File: config.mk
export PLATFORM = sky130hd
export DESIGN_NAME = if_fetch_stage_flat
export DESIGN_NICKNAME = d
export VERILOG_FILES = /design/src/rtl/if_fetch_stage_if.sv /design/src/rtl/if_fetch_stage.sv /design/src/flat_wrapper.sv
export SDC_FILE = /design/constraint.sdc
export NUM_CORES = 1
export LEC_CHECK = 0
export CORE_UTILIZATION = 45
export DETAILED_ROUTE_END_ITERATION = 8
export PLACE_DENSITY = 0.82
export SYNTH_ARGS = -nofsm -noshare
export SYNTH_HDL_FRONTEND = slang
export SYNTH_SLANG_ARGS = --single-unit
File: constraint.sdc
create_clock -name clk -period 2.82 [get_ports clk]
set_input_delay 0.564 -clock clk [delete_from_list [all_inputs] [get_ports clk]]
set_output_delay 0.564 -clock clk [all_outputs]
set_load 0.02 [all_outputs]
File: src/rtl/if_fetch_stage_if.sv
// Instruction-memory port bundle for the fetch stage: req/gnt/rvalid handshake.
// The fetch stage takes the master side, the instruction memory the slave side.
interface if_fetch_stage_if;
    logic        imem_req;
    logic [31:0] imem_addr;
    logic        imem_gnt;
    logic        imem_rvalid;
    logic [31:0] imem_rdata;

    modport master (
        output imem_req,
        output imem_addr,
        input  imem_gnt,
        input  imem_rvalid,
        input  imem_rdata
    );

    modport slave (
        input  imem_req,
        input  imem_addr,
        output imem_gnt,
        output imem_rvalid,
        output imem_rdata
    );
endinterface

File: src/rtl/if_fetch_stage.sv
// RV32 instruction-fetch stage: owns the PC, issues one imem request at a time, presents {pc, insn} to IF/ID.
// Optional feature macro IF_PERF_CNT_EN adds fetched/bubble performance counters.
module if_fetch_stage #(
    parameter logic [31:0] RESET_PC = 32'h0000_0000,
    parameter logic [31:0] NOP_INSN = 32'h0000_0013
) (
    input  logic                clk,
    input  logic                resetn,
    input  logic                pc_write,
    input  logic                redirect_valid,
    input  logic [31:0]         redirect_pc,
    if_fetch_stage_if.master    imem,
    output logic [31:0]         pc_out,
    output logic [31:0]         instruction_out,
`ifdef IF_PERF_CNT_EN
    output logic [31:0]         perf_fetched,
    output logic [31:0]         perf_bubble,
`endif
    output logic                if_valid
);

    typedef enum logic [1:0] {
        S_REQ  = 2'd0,
        S_WAIT = 2'd1,
        S_HOLD = 2'd2
    } state_e;

    state_e      state_q, state_d;
    logic [31:0] pc_q, pc_d;
    logic [31:0] req_pc_q, req_pc_d;
    logic        discard_q, discard_d;
    logic [31:0] hold_pc_q, hold_pc_d;
    logic [31:0] hold_insn_q, hold_insn_d;

    logic [31:0] redirect_tgt_s;
    logic        live_rsp_s;
    logic        unused_redirect_lsb_s;

    assign redirect_tgt_s        = {redirect_pc[31:2], 2'b00};
    assign unused_redirect_lsb_s = ^redirect_pc[1:0];
    // A response that is neither stale nor overtaken by a redirect this cycle.
    assign live_rsp_s = (state_q == S_WAIT) && imem.imem_rvalid && !discard_q && !redirect_valid;

    // State register
    always_ff @(posedge clk or negedge resetn) begin
        if (!resetn) begin
            state_q <= S_REQ;
        end else begin
            state_q <= state_d;
        end
    end

    // Next-state logic
    always_comb begin
        state_d = state_q;
        case (state_q)
            S_REQ: begin
                if (imem.imem_gnt) begin
                    state_d = S_WAIT;
                end else begin
                    state_d = S_REQ;
                end
            end
            S_WAIT: begin
                if (!imem.imem_rvalid) begin
                    state_d = S_WAIT;
                end else if (discard_q || redirect_valid || pc_write) begin
                    state_d = S_REQ;
                end else begin
                    state_d = S_HOLD;
                end
            end
            S_HOLD: begin
                if (redirect_valid || pc_write) begin
                    state_d = S_REQ;
                end else begin
                    state_d = S_HOLD;
                end
            end
            default: begin
                state_d = S_REQ;
            end
        endcase
    end

    // Datapath registers
    always_ff @(posedge clk or negedge resetn) begin
        if (!resetn) begin
            pc_q        <= RESET_PC;
            req_pc_q    <= 32'h0000_0000;
            discard_q   <= 1'b0;
            hold_pc_q   <= 32'h0000_0000;
            hold_insn_q <= 32'h0000_0000;
        end else begin
            pc_q        <= pc_d;
            req_pc_q    <= req_pc_d;
            discard_q   <= discard_d;
            hold_pc_q   <= hold_pc_d;
            hold_insn_q <= hold_insn_d;
        end
    end

    // Datapath next values; redirect overrides any sequential PC advance
    always_comb begin
        pc_d        = pc_q;
        req_pc_d    = req_pc_q;
        discard_d   = discard_q;
        hold_pc_d   = hold_pc_q;
        hold_insn_d = hold_insn_q;
        case (state_q)
            S_REQ: begin
                if (imem.imem_gnt) begin
                    req_pc_d  = pc_q;
                    discard_d = redirect_valid;
                end else begin
                    discard_d = discard_q;
                end
            end
            S_WAIT: begin
                if (imem.imem_rvalid) begin
                    discard_d = 1'b0;
                end else if (redirect_valid) begin
                    discard_d = 1'b1;
                end else begin
                    discard_d = discard_q;
                end
                if (live_rsp_s && pc_write) begin
                    pc_d = req_pc_q + 32'd4;
                end else if (live_rsp_s) begin
                    hold_pc_d   = req_pc_q;
                    hold_insn_d = imem.imem_rdata;
                end else begin
                    pc_d = pc_q;
                end
            end
            S_HOLD: begin
                if (pc_write) begin
                    pc_d = hold_pc_q + 32'd4;
                end else begin
                    pc_d = pc_q;
                end
            end
            default: begin
                discard_d = 1'b0;
            end
        endcase
        if (redirect_valid) begin
            pc_d = redirect_tgt_s;
        end else begin
            pc_d = pc_d;
        end
    end

    // Output decode; imem_req is gated by reset so the port is quiet while held in reset
    always_comb begin
        imem.imem_req   = 1'b0;
        imem.imem_addr  = pc_q;
        if_valid        = 1'b0;
        pc_out          = pc_q;
        instruction_out = NOP_INSN;
        case (state_q)
            S_REQ: begin
                imem.imem_req = resetn;
            end
            S_WAIT: begin
                if (live_rsp_s && resetn) begin
                    if_valid        = 1'b1;
                    pc_out          = req_pc_q;
                    instruction_out = imem.imem_rdata;
                end else begin
                    if_valid = 1'b0;
                end
            end
            S_HOLD: begin
                if (!redirect_valid && resetn) begin
                    if_valid        = 1'b1;
                    pc_out          = hold_pc_q;
                    instruction_out = hold_insn_q;
                end else begin
                    if_valid = 1'b0;
                end
            end
            default: begin
                imem.imem_req = 1'b0;
            end
        endcase
    end

`ifdef IF_PERF_CNT_EN
    logic [31:0] perf_fetched_q;
    logic [31:0] perf_bubble_q;

    // Retired-fetch and bubble counters, both advance only when IF/ID accepts
    always_ff @(posedge clk or negedge resetn) begin
        if (!resetn) begin
            perf_fetched_q <= 32'h0000_0000;
            perf_bubble_q  <= 32'h0000_0000;
        end else if (pc_write) begin
            if (if_valid) begin
                perf_fetched_q <= perf_fetched_q + 32'd1;
            end else begin
                perf_bubble_q  <= perf_bubble_q + 32'd1;
            end
        end
    end

    assign perf_fetched = perf_fetched_q;
    assign perf_bubble  = perf_bubble_q;
`endif

endmodule
File: src/flat_wrapper.sv
// flat-port wrapper written by rule: the top's interface ports become plain ports
module if_fetch_stage_flat 
#(
    parameter logic [31:0] RESET_PC = 32'h0000_0000,
    parameter logic [31:0] NOP_INSN = 32'h0000_0013
)
  (clk, resetn, pc_write, redirect_valid, redirect_pc, pc_out, instruction_out, if_valid, imem_imem_req, imem_imem_addr, imem_imem_gnt, imem_imem_rvalid, imem_imem_rdata);
  if_fetch_stage_if imem_i ();
  input  logic clk;
  input  logic resetn;
  input  logic pc_write;
  input  logic redirect_valid;
  input  logic [31:0] redirect_pc;
  output logic [31:0] pc_out;
  output logic [31:0] instruction_out;
  output logic if_valid;
  output wire logic [$bits(imem_i.imem_req)-1:0] imem_imem_req;
  output wire logic [$bits(imem_i.imem_addr)-1:0] imem_imem_addr;
  input wire logic [$bits(imem_i.imem_gnt)-1:0] imem_imem_gnt;
  input wire logic [$bits(imem_i.imem_rvalid)-1:0] imem_imem_rvalid;
  input wire logic [$bits(imem_i.imem_rdata)-1:0] imem_imem_rdata;
  assign imem_imem_req = imem_i.imem_req;
  assign imem_imem_addr = imem_i.imem_addr;
  assign imem_i.imem_gnt = imem_imem_gnt;
  assign imem_i.imem_rvalid = imem_imem_rvalid;
  assign imem_i.imem_rdata = imem_imem_rdata;
  if_fetch_stage #(.RESET_PC(RESET_PC), .NOP_INSN(NOP_INSN)) u_core (.clk(clk), .resetn(resetn), .pc_write(pc_write), .redirect_valid(redirect_valid), .redirect_pc(redirect_pc), .imem(imem_i), .pc_out(pc_out), .instruction_out(instruction_out), .if_valid(if_valid));
endmodule
==> metrics <==
status=finished, violations left; failing checks=negative setup slack; DRC=0; sequential share of the synthesized area=between 40% and 50%; Max Fclk=~350 MHz; Worst Setup Start Kind=flip-flop; Pre-antenna DRT Iters=5; antenna-violating nets left=0; final hold viol count=0; Post-DP Area=about 10000 µm²; clk sinks=131; Synth Net Count=between 800 and 900; combinational cell fraction of total power=a little over a third; core box area=approximately 17000 µm²; global-route wire length before repair=37500 µm; main flop type after synthesis=dfrtp_1; Clk Latency, worst-skew pair=around 420 ps; hold_ws=about 200 ps; post-DR vias/cell=slightly below 6; worst vdd ir=0.000507 V; Total Routing Usage GR=a little over a quarter; synth unique cells=52; share of layout cells above drive strength 1=33.0%; Clock Path Buffers=2; Inserted Clock Buffers=17; FF/Latch Area=3280 µm²; CTS clk-pin slew, worst paths=60 ps; TritonCTS clock tree=built; setup TNS=-222 ps; gp weighted congestion=between 0.8 and 0.9; Slew @ Worst Pin=763 ps; port buffer count=approximately 170; I/O pin count=168; Starting Density=46.4%; Clock Power Share=between 20% and 30%; HPWL after detailed placement=15700 µm; CP endpoint kind=primary output; grt ovf=0; min Tclk post-route=2880 ps; critical path class=flip-flop to primary output; final core occ=a little under two thirds; depth of the CTS H-tree=4; synthesized cell area=7780 µm²; Flop pwr share=about 39%; hold_buf cts=0; period utilisation layout=102%; antenna violations before repair=0; final setup fails=9; Worst EP required=2260 ps; Max-slew headroom=between 40% and 50%; RSZ-0062 raised after global routing=true; CP Buf/Inv Count=3; CTS root buffer=clkbuf_16; Switching Power=about 3.1 mW; # nets final=1010; slowest CP cell=dfrtp_1; Fillers=between 1000 and 1500; row count=between 40 and 50; DR iter-0 viols=around 530; Syn-to-layout area delta=37.6%; largest net degree at the start of global routing=about 130; DR vias=6922; number of global-route vias before repair=between 6000 and 7000; CP Cell Sequence=buf_6 > ha_4 > and3b_1 > and2_4 > buf_6 > a22o_1 > a22o_1 > buf_4; Synth Register Bits=~130; Pleak=~4.5 nW; wirelength, routed=approximately 24000 µm; PD cells=821 nW/µm²; EDFF count, synth=0; Final Worst Setup Slack=-63.0 ps; Hold Path Class=input port to async pin; Slew Limit Fails=0; synth warn=0; switching fraction of total power=35.3%; Layout Skew=approximately 11 ps; Max-Cap Viols=0; fraction of registers with async set/reset=100%; family with the most delay on the worst path=compound AO/OA/AOI/OAI gates; commonest non-fill, non-tap cell in the layout=dfrtp_1; CP Max Fanout=23; Wirelength per Cell=slightly above 20 µm; most frequent cells in the layout=dfrtp_1, mux2_2, clkdlybuf4s50_1; n_diodes=0; Final Instance Area=~11000 µm²; die area=around 18000 µm²; Int Pwr=between 5 and 6 mW; Placement Setup Slack=-457 ps; max incr delay on CP=between 400 and 500 ps; Die Wd=134 µm; Syn Inst Count=between 700 and 800; Multi-input gate area=between 4000 and 5000 µm²; Die Ht=between 100 and 150 µm; Avg Cell Area, Syn=10.6 µm²; CP arrival=2320 ps
-- state kept, by name (all words and copies together), names as in the netlist --
name,count
u_core.imem.imem_addr,32
u_core.discard_q,1
u_core.hold_insn_q,32
u_core.hold_pc_q,32
u_core.req_pc_q,32
u_core.state_q,2
-- synthesized netlist by cell type (4+ instances only) --
master / instances / share of area, %
nor2b_1: 36 / 2.9
mux2_2: 106 / 15
inv_1: 6 / 0.29
ha_1: 5 / 0.80
mux2i_1: 37 / 4.8
nor2_1: 26 / 1.3
buf_1: 6 / 0.29
and3_1: 4 / 0.32
dfrtp_1: 131 / 42
nand2b_1: 8 / 0.64
a22o_1: 43 / 4.8
nand4_1: 6 / 0.48
o221ai_1: 10 / 1.1
buf_2: 16 / 1.0
nor3_1: 7 / 0.45
a21oi_1: 31 / 2.0
nand3b_1: 6 / 0.58
nor3b_1: 5 / 0.48
a32o_1: 4 / 0.51
xor2_1: 14 / 1.6
and2_1: 5 / 0.40
o21ai_0: 36 / 2.3
a22oi_1: 37 / 3.6
clkbuf_1: 32 / 1.5
xnor2_1: 11 / 1.2
nand3_1: 13 / 0.84
nand2_1: 56 / 2.7
-- layout make-up --
| class | instances | share of cell area (%) |
|---|---|---|
| Clock inverter | 9 | 1.17 |
| Multi-Input combinational cell | 541 | 40.7 |
| Sequential cell | 131 | 30.6 |
| Clock buffer | 23 | 4.65 |
| Inverter | 6 | 0.234 |
| Tap cell | 220 | 2.57 |
| Timing Repair Buffer | 238 | 20.0 |
-- worst paths after layout --
kind / end / cells past startpoint / slack [ps] / start
max in group asynchronous: u_core.req_pc_q[5]$_DFFE_PN0P_ / 2 / 2000 / resetn
worst min-delay path: u_core.imem.imem_addr[30]$_DFFE_PN0P_ / 2 / 200 / resetn
min in group clk: u_core.hold_insn_q[24]$_DFFE_PN0P_ / 1 / 510 / u_core.hold_insn_q[24]$_DFFE_PN0P_
worst max register to register: u_core.imem.imem_addr[20]$_DFFE_PN0P_ / 14 / -10 / u_core.state_q[0]$_DFF_PN0_
worst min register to register: u_core.hold_insn_q[24]$_DFFE_PN0P_ / 1 / 510 / u_core.hold_insn_q[24]$_DFFE_PN0P_
worst max-delay path: pc_out[19] / 8 / -60 / u_core.state_q[0]$_DFF_PN0_
-- logic make-up after synthesis --
logic type	share of synthesized area (%)
AO/OA/AOI/OAI	16.9
XOR/XNOR	2.81
adder cells (fa/ha/maj)	0.804
buffers and inverters	3.54
flip-flops	42.1
multiplexers	20.3
AND/OR/NAND/NOR	13.6
-- worst register-to-register path: cells and delay by family, from the launching register on --
family	cells	cell delay [ps]
xor+xnor	1	240
mux	2	470
compound gates	2	370
fa+ha+maj	2	300
flops	1	390
buf+inv	6	700
simple gates	1	230
-- power groups by stage --
stage,Sequential (mW),Clock [mW],Combinational (mW)
detailed placement,3.38,0,2.96
global route,3.49,2.44,3.27
CTS,3.37,2.35,2.93
floorplan,3.20,0,1.85
global placement,3.35,0,2.88
finish,3.41,2.32,3.07
-- stage by stage --
stage	total power [mW]	std cells
floorplan	5.05	735
global placement	6.22	1126
detailed placement	6.34	1126
CTS	8.64	1166
global route	9.21	1168
finish	8.79	1168
-- layer usage --
| metal | up-vias | global-route usage, % | part of all wire, % |
|---|---|---|---|
| li1 | 3117 | - | - |
| met1 | 3429 | 35.9 | 41 |
| met2 | 329 | 42.7 | 47 |
| met3 | 47 | 6.66 | 8.8 |
| met4 | 0 | 12.5 | 2.5 |
| met5 | - | 0 | 0 |
-- what timing repair did --
action / CTS / global route
endpoints found under the setup margin: 66 / 71
gates cloned: 2 / 1
pin swaps: 6 / 20
setup buffers: 6 / 4
resized for setup: 246 / 65
Power figures use the tool's default switching activity.
==> variant (same flow settings) <==
`NOP_INSN` is set to 32'h0000_0013 in 2 places; all go to 32'h00000010.
--- a/src/rtl/if_fetch_stage.sv
+++ b/src/rtl/if_fetch_stage.sv
@@ -4,3 +4,3 @@
     parameter logic [31:0] RESET_PC = 32'h0000_0000,
-    parameter logic [31:0] NOP_INSN = 32'h0000_0013
+    parameter logic [31:0] NOP_INSN = 32'h00000010
 ) (
--- a/src/flat_wrapper.sv
+++ b/src/flat_wrapper.sv
@@ -4,3 +4,3 @@
     parameter logic [31:0] RESET_PC = 32'h0000_0000,
-    parameter logic [31:0] NOP_INSN = 32'h0000_0013
+    parameter logic [31:0] NOP_INSN = 32'h00000010
 )
Function: changed (Yosys sat finds a counterexample within 4 cycles, from zero or initial values and one cycle with resetn low).
==> variant against the unedited design <==
Design area down 1.3%. Sequential cell count unchanged. Routed wire length is 2.7% lower. Total power fell by 6.4%. Worst hold slack worse by 0.042 ns. Largest power group unchanged. Setup slack better by 0.049 ns. Core utilization rose by 0.062 points. The run still ends with negative setup slack left. Sequential share of layout area rose by 0.41 points. Die area shrank 2.2%. Area after synthesis decreased by 2.2%. Maximum frequency increased by 1.7%. Global-route usage is 0.70 points lower.
==> variant: results (changes against the unedited design) <==
Max-slew headroom: 32.0% (was 49.1%)
Adder-cell share of the synthesized area: 0.822% (was 0.804%)
Mux cell area share after synthesis: 21.1% (was 20.3%)
CP peak stage delay: 0.43 ns (was 0.41 ns)
Layout cell share with drive strength beyond 1: 32.9% (was 33.0%)
Placed Instances: 1142 (was 1126)
Drt wl/cell: 19.8 um (was 20.6 um)
R2r setup slk: 0.11 ns (was -0.01 ns)
First-pass GRT wire length: 36.1 mm (was 37.5 mm)
Failing checks: negative setup slack (unchanged)
Post-CTS Setup Bufs: 2 (was 6)
M2 GR Usage: 41.7% (was 42.7%)
Peak VDD IR: 0.526 mV (was 0.507 mV)
Setup ws final: -0.0137 ns (was -0.0630 ns)
Critical path's top delay family: buffers and inverters (was compound AO/OA/AOI/OAI gates)
Post-Syn Instances: 758 (was 735)
Status: finished, violations left (unchanged)
Synth Area in Compound Gates: 15.5% (was 16.9%)
Reg2Reg Depth: 11 (was 14)
CP Capture Point: pc_out[29] (was pc_out[19])
Synth unique cells: 46 (was 52)
Via count: 6994 (was 6922)
Final setup viols: 1 (was 9)
CP arrival: 2.27 ns (was 2.32 ns)
R2r endpoint: u_core.imem.imem_addr[21] (was u_core.imem.imem_addr[20])
Setup TNS Final: -0.0137 ns (was -0.222 ns)
variant: cell count changes after synthesis, sizes merged, moves of 5 or more:
cell and delta:
nor2 +39, a22oi +10, clkbuf +5, o21ai +14
buf -7, o221ai -7, nand2 +13, nand3 +6
a21oi +9, nand3b +5, a22o -26, nor2b -30
variant: final cells by class:
class / instances / area [um2] / area share [%]
clock buffers: 25 / 495 / 4.69
clock inverters: 5 / 27.5 / 0.260
repair buffers: 234 / 2190 / 20.7
well taps: 220 / 275 / 2.60
flip-flops and latches: 131 / 3280 / 31.0
inverters: 5 / 18.8 / 0.178
multi-input cells: 567 / 4280 / 40.5
variant: cell families after synthesis:
group                    count (synthesis)
AND/OR/NAND/NOR                        210
AO/OA/AOI/OAI                          180
multiplexers                           147
flip-flops                             131
buffers and inverters                   60
XOR/XNOR                                25
adder cells (fa/ha/maj)                  5
